`config.mk`:
```
export PLATFORM = sky130hd
export DESIGN_NAME = wb_stage
export DESIGN_NICKNAME = d
export VERILOG_FILES = /design/src/rtl/wb_pkg.sv /design/src/rtl/load_align.sv /design/src/rtl/wb_stage.sv
export SDC_FILE = /design/constraint.sdc
export NUM_CORES = 1
export LEC_CHECK = 0
export ABC_AREA = 1
export CORE_MARGIN = 5
export CORE_UTILIZATION = 48
export CTS_CLUSTER_DIAMETER = 60
export DETAILED_ROUTE_END_ITERATION = 12
export PLACE_DENSITY = 0.81
export SYNTH_ARGS = -nofsm -noshare
export SYNTH_HDL_FRONTEND = slang
export SYNTH_SLANG_ARGS = --single-unit
```
`constraint.sdc`:
```
create_clock -name clk -period 2.13 [get_ports clk]
set_input_delay 0.5325 -clock clk [delete_from_list [all_inputs] [get_ports clk]]
set_output_delay 0.5325 -clock clk [all_outputs]
set_load 0.05 [all_outputs]
```
`src/rtl/wb_pkg.sv`:
```
// Shared types for the MEM/WB boundary: load encodings and the pipeline payload.
package wb_pkg;
   localparam int unsigned XLEN   = 32;
   localparam int unsigned REG_AW = 5;

   typedef enum logic [2:0] {
      LD_B  = 3'b000,
      LD_H  = 3'b001,
      LD_W  = 3'b010,
      LD_BU = 3'b100,
      LD_HU = 3'b101
   } load_t;

   typedef struct packed {
      logic              valid;
      logic [REG_AW-1:0] rd;
      logic              reg_write;
      logic              mem_to_reg;
      load_t             load_type;
      logic [XLEN-1:0]   mem_data;
      logic [XLEN-1:0]   alu_result;
   } mem_wb_t;
endpackage

```
`src/rtl/load_align.sv`:
```
// Load byte/halfword extraction with sign/zero extension and misalignment detection.
module load_align
   import wb_pkg::*;
(
   input  logic [XLEN-1:0] word_i,
   input  logic [1:0]      off_i,
   input  load_t           load_type_i,
   output logic [XLEN-1:0] data_o,
   output logic            misaligned_o
);
   logic [7:0]  byte_sel;
   logic [15:0] half_sel;

   always_comb begin
      byte_sel     = word_i[{off_i, 3'b000} +: 8];
      half_sel     = off_i[1] ? word_i[16 +: 16] : word_i[0 +: 16];
      data_o       = word_i;
      misaligned_o = 1'b0;
      case (load_type_i)
         LD_B:  data_o = {{(XLEN-8){byte_sel[7]}}, byte_sel};
         LD_BU: data_o = {{(XLEN-8){1'b0}}, byte_sel};
         LD_H: begin
            data_o       = {{(XLEN-16){half_sel[15]}}, half_sel};
            misaligned_o = off_i[0];
         end
         LD_HU: begin
            data_o       = {{(XLEN-16){1'b0}}, half_sel};
            misaligned_o = off_i[0];
         end
         // LD_W and any undefined code behave as a full-word load
         default: misaligned_o = (off_i != 2'b00);
      endcase
   end
endmodule

```
`src/rtl/wb_stage.sv`:
```
// Writeback stage: MEM/WB register, load alignment, RF write/forward port,
// retired counter and sticky misaligned-load flag.
module wb_stage
   import wb_pkg::*;
#(
   parameter int unsigned CNT_W = 32
) (
   input  logic              clk,
   input  logic              reset,
   input  logic              valid_in,
   input  logic              stall,
   input  logic              flush,
   input  logic [XLEN-1:0]   mem_data_in,
   input  logic [XLEN-1:0]   alu_result_in,
   input  logic [REG_AW-1:0] rd_in,
   input  logic              reg_write_in,
   input  logic              mem_to_reg_in,
   input  logic [2:0]        load_type_in,
   output logic              rf_we,
   output logic [REG_AW-1:0] rf_waddr,
   output logic [XLEN-1:0]   rf_wdata,
   output logic              fwd_valid,
   output logic [REG_AW-1:0] fwd_rd,
   output logic [XLEN-1:0]   fwd_data,
   output logic [CNT_W-1:0]  retired_count,
   output logic              misalign_err
);
   mem_wb_t          pipe_q, pipe_d;
   logic [CNT_W-1:0] cnt_q, cnt_d;
   logic             err_q, err_d;
   logic [XLEN-1:0]  ld_data;
   logic             ld_mis;
   logic             misaligned;
   logic             advance;

   load_align u_load_align (
      .word_i       (pipe_q.mem_data),
      .off_i        (pipe_q.alu_result[1:0]),
      .load_type_i  (pipe_q.load_type),
      .data_o       (ld_data),
      .misaligned_o (ld_mis)
   );

   assign misaligned = pipe_q.valid & pipe_q.mem_to_reg & ld_mis;
   assign advance    = ~stall | flush;

   // Next state: flush inserts a bubble, stall holds, otherwise capture MEM.
   always_comb begin
      pipe_d = pipe_q;
      cnt_d  = cnt_q;
      err_d  = err_q | misaligned;
      if (flush) begin
         pipe_d = '0;
      end else if (!stall) begin
         pipe_d.valid      = valid_in;
         pipe_d.rd         = rd_in;
         pipe_d.reg_write  = reg_write_in;
         pipe_d.mem_to_reg = mem_to_reg_in;
         pipe_d.load_type  = load_t'(load_type_in);
         pipe_d.mem_data   = mem_data_in;
         pipe_d.alu_result = alu_result_in;
      end
      if (advance && pipe_q.valid) begin
         cnt_d = cnt_q + CNT_W'(1);
      end
   end

   always_ff @(posedge clk or negedge reset) begin
      if (!reset) begin
         pipe_q <= '0;
         cnt_q  <= '0;
         err_q  <= 1'b0;
      end else begin
         pipe_q <= pipe_d;
         cnt_q  <= cnt_d;
         err_q  <= err_d;
      end
   end

   assign rf_we         = pipe_q.valid & pipe_q.reg_write & (pipe_q.rd != '0) & ~misaligned;
   assign rf_waddr      = pipe_q.rd;
   assign rf_wdata      = pipe_q.mem_to_reg ? ld_data : pipe_q.alu_result;
   assign fwd_valid     = rf_we;
   assign fwd_rd        = rf_waddr;
   assign fwd_data      = rf_wdata;
   assign retired_count = cnt_q;
   assign misalign_err  = err_q;
endmodule
```
==> results of run 1 <==
-- critical path: cells and delay by family (launching register included) --
family	cells	cell delay, ns
compound gates	2	0.62
flops	1	0.48
buf+inv	3	0.36
simple gates	2	0.21
-- kinds of logic (layout without fill, tap and decap cells) --
family	after synthesis	in the layout
buffers and inverters	189	348
flip-flops	108	108
AND/OR/NAND/NOR	420	420
XOR/XNOR	18	18
other	0	2
adder cells (fa/ha/maj)	1	1
AO/OA/AOI/OAI	142	142
-- flip-flops by register name (all words and copies together), names as in the netlist --
name	flops
pipe_q	70
fwd_rd	5
misalign_err	1
retired_count	32
-- cell type report --
type                       count  area [um^2]  share of cell area, %
clock inverter                 7        82.58                 0.8418
sequential                   108         2706                  27.59
timing repair buffer         226         2912                  29.68
multi-input combinational    581         3166                  32.27
timing repair inverter         1        7.507                0.07653
inverter                     105        485.5                  4.949
clock buffer                   9        225.2                  2.296
antenna                        2        5.005                0.05102
tap                          176        220.2                  2.245
-- synthesized netlist by cell type --
library cell	instances	area, um^2
buf_4	48	360.4
o211ai_1	8	60.06
ha_1	1	12.51
a21oi_1	33	165.2
nor2_4	6	67.56
xnor2_1	7	61.31
inv_1	104	390.4
o21ai_1	1	5.000
inv_2	1	3.750
dfrtp_1	108	2703
o21ai_0	93	465.5
nand3_1	92	460.4
buf_2	12	60.06
nand3b_1	7	52.55
nor2_1	97	364.1
o2111ai_1	1	8.760
nor3_2	2	20.02
nor4_1	1	6.260
nand2_2	8	50.05
buf_6	1	11.26
clkbuf_1	18	67.56
nand4_1	4	25.02
nand2_1	193	724.4
o21bai_1	4	30.03
xor2_1	11	96.34
nor3_1	4	20.02
nor2_2	4	25.02
nand2_4	2	22.52
buf_1	5	18.77
a31oi_1	2	12.51
-- worst max-delay path by stage --
stage	from	end	slack, ns	depth (start not counted)
after floorplan	pipe_q[1]$_DFFE_PN0N_	rf_wdata[0]	-0.23	5
after global placement	pipe_q[65]$_DFFE_PN0N_	fwd_data[9]	0.04	8
after detailed placement	pipe_q[1]$_DFFE_PN0N_	fwd_data[14]	-0.007	9
after CTS	pipe_q[0]$_DFFE_PN0N_	rf_wdata[9]	-0.33	8
after global routing	pipe_q[1]$_DFFE_PN0N_	rf_wdata[13]	-0.46	7
final	pipe_q[1]$_DFFE_PN0N_	fwd_data[13]	-0.43	7
-- routing by layer --
metal / routed length, um / vias to the layer above / GRT usage [%]
met1: 8650 / 3138 / 33.77
met3: 1422 / 39 / 4.819
met5: 7 / - / 0
met2: 10280 / 276 / 43.09
met4: 511 / 2 / 8.737
li1: - / 3081 / -
-- where the power goes --
| part | switching (uW) | internal, uW |
|---|---|---|
| Clock | 810 | 931 |
| Combinational | 1400 | 985 |
| Sequential | 131 | 2180 |
| Total | 2340 | 4090 |
-- what timing repair did --
action | 4_1_cts | 5_1_grt
pin swaps | 14 | 22
setup buffers | 10 | 7
endpoints found under the setup margin | 74 | 75
resized for setup | 75 | 43
gates cloned | 3 | 0
-- metrics by stage --
stage | setup WS (ns) | cell area, um^2 | power [uW]
6_report | -0.4262 | 9809 | 6435
5_1_grt | -0.4649 | 9807 | 6696
4_1_cts | -0.3324 | 9617 | 6418
3_5_place_dp | -0.007423 | 9047 | 4575
3_3_place_gp | 0.04261 | 9047 | 4550
2_1_floorplan | -0.2342 | 6753 | 3667
==> summary.txt, run 1 <==
Run status
  • Outcome: complete, but fails checks
  • Failing checks: setup timing

Setup path
  • Sequence of cells on the critical path: inv_4 > o21ai_0 > o21bai_1 > nand3_2 > nand2_2 > clkinvlp_4 > buf_12
  • Depth of the worst register-to-register path: 8
  • CP arrival: 2.02 ns
  • Worst Setup Start Kind: register
  • Setup CP Type: reg2out
  • Reg2Reg Launch Point: retired_count[1]$_DFFE_PN0P_
  • Max FO, Critical Path: 7
  • Crit end category: output port
  • Crit Reg-Reg Endpoint: retired_count[18]$_DFFE_PN0P_
  • CP max stage delay: 0.48 ns
  • Worst Path Required: 1.60 ns
  • Slowest-stage cell, CP: dfrtp_2
  • Reg2reg setup slack: 0.59 ns

CTS
  • # hold bufs at CTS: 0
  • Root Buffer: clkbuf_16
  • Worst-Skew Late Latency: 0.36 ns
  • H-tree levels: 3
  • CTS clock-pin slew for the worst setup and hold paths: 0.07 ns
  • TritonCTS Sinks: 108
  • Number of buffers created by CTS: 9
  • CTS tree: built
  • Worst-case clock buffer depth: 2

Finish
  • Area growth syn-to-layout: 54.00%
  • Commonest non-fill, non-tap cell in the layout: nand2_1
  • Fin util: 74.67%
  • Fin cells: 1215
  • Most frequent cells in the layout: nand2_1 (165), dfrtp_1 (105), nor2_1 (89)
  • Filler cells: 921
  • Final #Nets: 1112
  • Share of cells above drive strength 1: 27.39%

Route
  • Via Count: 6536
  • Post-Route WL: 20.87 mm
  • Routed Antenna Nets: 0
  • Vias per inst: 5.379
  • Starting DRT DRC Count: 618
  • Drt wl/cell: 17.18 um
  • DRC Markers: 0
  • Drt pass-1 iters: 7

Logic synthesis
  • Synth cell types: 30
  • Syn_area_per_cell: 7.255 um^2
  • Mapped Area: 6370 um^2
  • Post-Syn Nets: 958
  • Synth Area in XOR/XNOR: 2.475%
  • Synth Area in Adders: 0.1964%
  • Synth warn: 0
  • Simple-Gate Fraction of Synth Area: 28.85%
  • Mux cell area share after synthesis: 0%
  • Largest family of logic cells by synthesized area: simple AND/OR/NAND/NOR gates
  • Complex-gate fraction of the synthesized area: 11.73%
  • Flops & latches, synth: 108
  • Post-Synthesis Cells: 878
  • Post-synthesis sequential area ratio: 42.43%

Floorplanning
  • Die W: 125.2 um
  • Die height: 125.2 um
  • FP Rows: 42
  • I/O Pins: 188
  • Starting Density: 48.49%
  • Core Region: 13140 um^2
  • Full die area: 15670 um^2

Timing
  • Worst hold slack: 0.2385 ns
  • Worst slew pin tran: 0.5764 ns
  • Part of the cycle the worst path needs: 120.0%
  • Fin Setup TNS: -21.60 ns
  • Fin. Hold Viols: 0
  • Max frequency: 391.2 MHz
  • Slew headroom: 61.58%
  • Final min period: 2.556 ns
  • Fin. max-slew vios: 0
  • Final setup viols: 66
  • Setup ws final: -0.4262 ns
  • RSZ-0062 raised after global routing: yes
  • Clock Skews: 0.008341 ns

GRT
  • Initial antenna violation count: 2
  • GRT Residual Overflow: 0
  • Largest net degree at the start of global routing: 109
  • Vias in the first global route: 6259
  • First-pass GRT wire length: 32.93 mm
  • GRT Overall Usage: 25.76%

Power
  • Power per cell area: 656.0 nW/um^2
  • Worst vdd ir: 0.7261 mV
  • Static Leak: 0.004505 uW

Place
  • Dpl hpwl: 14.70 mm
  • # port buffers: 187
  • Placer's final routability congestion estimate: 0.9583
  • Placed insts: 1181

Min path
  • Worst Hold Class: in2async

Flow run
  • Max cap viols: 0
(Power assumes the default switching activity.)
==> run 2: changes to the inputs <==
--- a/config.mk
+++ b/config.mk
@@ -6,6 +6,7 @@
 export NUM_CORES = 1
 export LEC_CHECK = 0
 export ABC_AREA = 1
+export CORE_ASPECT_RATIO = 1.25
 export CORE_MARGIN = 5
 export CORE_UTILIZATION = 48
 export CTS_CLUSTER_DIAMETER = 60
==> run 2 against run 1 <==
The run still ends with setup timing left. Routed wire length rose by 2.6%. Clock power rose by 7%. Maximum frequency rose by 3.6%. Highest routed layer is now met4.
==> summary.txt, run 2 (synthesized netlist as in run 1, its figures left out) <==
Setup path
  • CP max stage delay: 0.44 ns
  • Worst Path Required: 1.60 ns
  • Sequence of cells on the critical path: o211ai_1 > nand2_2 > nand2_4 > buf_12 > nand3_4 > nand2_2 > clkinvlp_4 > buf_12
  • Crit end category: output port
  • CP arrival: 1.93 ns
  • Worst Setup Start Kind: register
  • Slowest-stage cell, CP: dfrtp_1
  • Max FO, Critical Path: 7
  • Setup CP Type: reg2out

Finish
  • Max reg flops: 70
  • Fin cells: 1213
  • Most frequent cells in the layout: nand2_1 (165), dfrtp_1 (106), nor2_1 (89)
  • Area growth syn-to-layout: 56.10%
  • Commonest non-fill, non-tap cell in the layout: nand2_1
  • Share of cells above drive strength 1: 27.76%
  • Largest reg by FF count: pipe_q
  • Final #Nets: 1116
  • Fin util: 75.82%

CTS
  • Root Buffer: clkbuf_16
  • TritonCTS Sinks: 108
  • CTS tree: built
  • Worst-case clock buffer depth: 2
  • H-tree levels: 3
  • Worst-Skew Late Latency: 0.34 ns
  • Number of buffers created by CTS: 9
  • CTS clock-pin slew for the worst setup and hold paths: 0.07 ns

Timing
  • Worst slew pin tran: 0.5421 ns
  • Fin. max-slew vios: 0
  • RSZ-0062 raised after global routing: yes
  • Part of the cycle the worst path needs: 115.8%
  • Max frequency: 405.4 MHz
  • Slew headroom: 63.75%
  • Clock Skews: 0.004865 ns
  • Fin. Hold Viols: 0
  • Fin Setup TNS: -19.23 ns
  • Setup ws final: -0.3370 ns
  • Final min period: 2.467 ns
  • Final setup viols: 66

Floorplanning
  • Die W: 113.0 um
  • I/O Pins: 188
  • Starting Density: 48.57%
  • Die height: 138.8 um
  • Core Region: 13110 um^2
  • FP Rows: 47
  • Full die area: 15690 um^2

GRT
  • First-pass GRT wire length: 33.12 mm
  • Vias in the first global route: 6296
  • GRT Overall Usage: 26.05%
  • GRT Residual Overflow: 0
  • Initial antenna violation count: 1
  • Largest net degree at the start of global routing: 76

Power
  • Sw frac: 35.51%
  • Static Leak: 0.004541 uW
  • Flop pwr share: 35.0%
  • Int Pwr: 4260 uW
  • Total power: 6605 uW
  • Power per cell area: 664.2 nW/um^2
  • Net Sw Power: 2345 uW
  • Logic pwr share: 36.8%
  • Clk pwr share: 28.2%
  • Worst vdd ir: 0.5044 mV

Min path
  • Worst Hold Class: in2async

Route
  • Post-Route WL: 21.42 mm
  • Vias per inst: 5.354
  • Routed Antenna Nets: 0
  • Starting DRT DRC Count: 466
  • Drt pass-1 iters: 5
  • DRC Markers: 0
  • Drt wl/cell: 17.66 um
  • Via Count: 6495

Run status
  • Outcome: complete, but fails checks
  • Failing checks: setup timing

Flow run
  • Max cap viols: 0

Place
  • # port buffers: 187
  • Placed insts: 1181
  • Placer's final routability congestion estimate: 0.9505
  • Dpl hpwl: 15.16 mm
-- run 2: cell count changes in the layout (fill, tap and decap cells not counted), moves of 5 or more --
cell and delta:
nand3_2 -9, nand2_4 +6, nand3_4 +9, o21ai_2 +5, inv_2 +5, nand2_2 -5, o21ai_0 -5
-- run 2: power groups by stage --
stage / logic [uW] / clock network (uW) / registers (uW)
2_1_floorplan: 1210 / 0 / 2460
3_3_place_gp: 2240 / 0 / 2330
3_5_place_dp: 2270 / 0 / 2340
4_1_cts: 2340 / 1890 / 2300
5_1_grt: 2540 / 1970 / 2330
6_report: 2430 / 1860 / 2310
-- run 2: stage by stage --
step                      instance area, um^2  setup slack, ns  hold WS [ns]
after global placement                   9106          0.03801        0.4501
after CTS                                9630          -0.2887        0.1599
after global routing                     9943          -0.4129        0.1714
after detailed placement                 9106          0.01037        0.4605
final                                    9943          -0.3370        0.1510
after floorplan                          6753          -0.2342        0.2369
-- run 2: path summary, 6_finish.rpt --
| path | to | start | slack (ns) | cells after the start |
|---|---|---|---|---|
| setup / recovery | fwd_data[14] | pipe_q[0]$_DFFE_PN0N_ | -0.34 | 8 |
| hold / removal | fwd_rd[2]$_DFFE_PN0N_ | reset | 0.15 | 1 |
| setup reg to reg | retired_count[18]$_DFFE_PN0P_ | retired_count[1]$_DFFE_PN0P_ | 0.57 | 8 |
| hold reg to reg | misalign_err$_DFF_PN0_ | misalign_err$_DFF_PN0_ | 0.50 | 2 |
| max in group asynchronous | pipe_q[14]$_DFFE_PN0N_ | reset | 1.38 | 2 |
| min in group clk | misalign_err$_DFF_PN0_ | misalign_err$_DFF_PN0_ | 0.50 | 2 |
-- run 2: worst max-delay path, delay by kind of cell, from the launching register on --
kind,cells,cell delay (ns)
flip-flops,1,0.44
buffers and inverters,3,0.47
AO/OA/AOI/OAI,1,0.23
AND/OR/NAND/NOR,4,0.45
-- run 2: final cells by class --
class | count | area (um^2)
multi-input cells | 581 | 3253
diodes | 1 | 2.502
clock inverters | 6 | 93.84
flip-flops and latches | 108 | 2705
clock buffers | 10 | 239.0
fillers | 882 | 3171
well taps | 171 | 214.0
inverters | 105 | 465.4
repair buffers | 231 | 2970
-- run 2: what timing repair did --
item | CTS | global route
setup endpoints to repair | 73 | 74
hold buffers | 0 | 0
resized for setup | 58 | 70
pin swaps | 24 | 17
setup buffers | 4 | 11
gates cloned | 2 | 0
-- run 2: routing by layer --
| layer | vias up | wire (um) | global-route usage (%) |
|---|---|---|---|
| met5 | - | 0 | 0 |
| met4 | 0 | 785 | 9.367 |
| met3 | 64 | 1669 | 5.936 |
| met2 | 288 | 11340 | 46.13 |
| met1 | 3077 | 7627 | 30.62 |
| li1 | 3066 | - | - |
==> variant (settings of run 1) <==
Make the reset (`reset`) synchronous in one clocked block.
--- a/src/rtl/wb_stage.sv
+++ b/src/rtl/wb_stage.sv
@@ -67,3 +67,3 @@
 
-   always_ff @(posedge clk or negedge reset) begin
+   always_ff @(posedge clk) begin
       if (!reset) begin
Function: differs if reset is asserted again (counterexample within 4 cycles, from zero or initial values and one cycle with reset low); with reset held inactive, the same outputs for 4 cycles.
==> variant against run 1 <==
The run still ends with negative setup slack left; routed wire length fell by 0.55%; cell count rose by 0.41%; maximum frequency rose by 5.7%; setup slack improved by 0.14 ns; design area fell by 5.5%; die area fell by 7.5%; synthesized area fell by 8.2%; sequential cell count did not move; total power fell by 19%; via count rose by 1.4%; clock skew fell by 0.0015 ns; critical endpoint is now fwd_data[26].
==> variant: results (changes against run 1) <==
Drt
  – Routed wl met2: 10300 um (+0.18%)
  – Detailed router's first-iteration violation count: 425 (-31%)
  – DR WL met3: 1580 um (+11%)
  – WL final: 20800 um (-0.55%)
  – DRT met1 WL: 8150 um (-5.8%)

Yosys
  – Synth top cells by count: 267 x nand2_1, 108 x dfxtp_1, 105 x nor2_1
  – Synth Flop Type: dfxtp_1
  – Asr flop ratio synth: 0% (-100 points)

Pwr
  – Peak VDD IR: 498 uV (-31%)
  – Sequential share of power: 40.7% (+4.8 points)
  – Comb pwr share: 25.9% (-11 points)

Timing
  – Final setup margin: -0.287 ns (+0.139 ns)
  – Setup violators final: 66 (unchanged)

Critical path
  – Setup crit end: fwd_data[26]

Worst hold path
  – Worst min path class: reg -> reg

Outcome
  – Status: finished, violations left
  – Violated checks: negative setup slack

Placement
  – Final GP Congestion: 0.973 (+1.5%)
  – Area after DPL: 8220 um2 (-9.2%)

Global routing
  – Initial antenna violation count: 0 (-2)
  – Largest net degree at the start of global routing: 101 (-7.3%)
  – First-pass GRT wire length: 31500 um (-4.3%)

Final layout
  – Number of diodes: 0 (-2)
  – Post-layout net count: 1148 (+3.2%)
  – Inverter count: 102 (-3.8%)
  – Sequential share of cell area: 23.5% (-4.1 points)
variant: cell types whose count changed in the layout (fill, tap and decap cells not counted), moves of 14 or more:
cell | before | now
nand2_1 | 165 | 234
a21oi_1 | 26 | 76
dfrtp_1 | 105 | 0
clkinvlp_4 | 20 | 5
o21ai_0 | 80 | 22
buf_12 | 73 | 55
a211oi_1 | 0 | 24
nand3_1 | 70 | 20
nand4_1 | 4 | 18
dfxtp_1 | 0 | 104
variant: cells by family after synthesis:
group | after synthesis | share of synthesized area [%]
AO/OA/AOI/OAI | 167 | 16.8
XOR/XNOR | 3 | 0.449
adder cells (fa/ha/maj) | 1 | 0.214
buffers and inverters | 187 | 15.0
flip-flops | 108 | 37.0
AND/OR/NAND/NOR | 440 | 30.5
variant: what timing repair did:
item / 4_1_cts / 5_1_grt
gates resized for setup: 115 / 48
pin swaps: 22 / 25
hold endpoints to repair: 0 / 0
endpoints found under the setup margin: 73 / 75
cloned: 0 / 1
setup buffers: 14 / 3
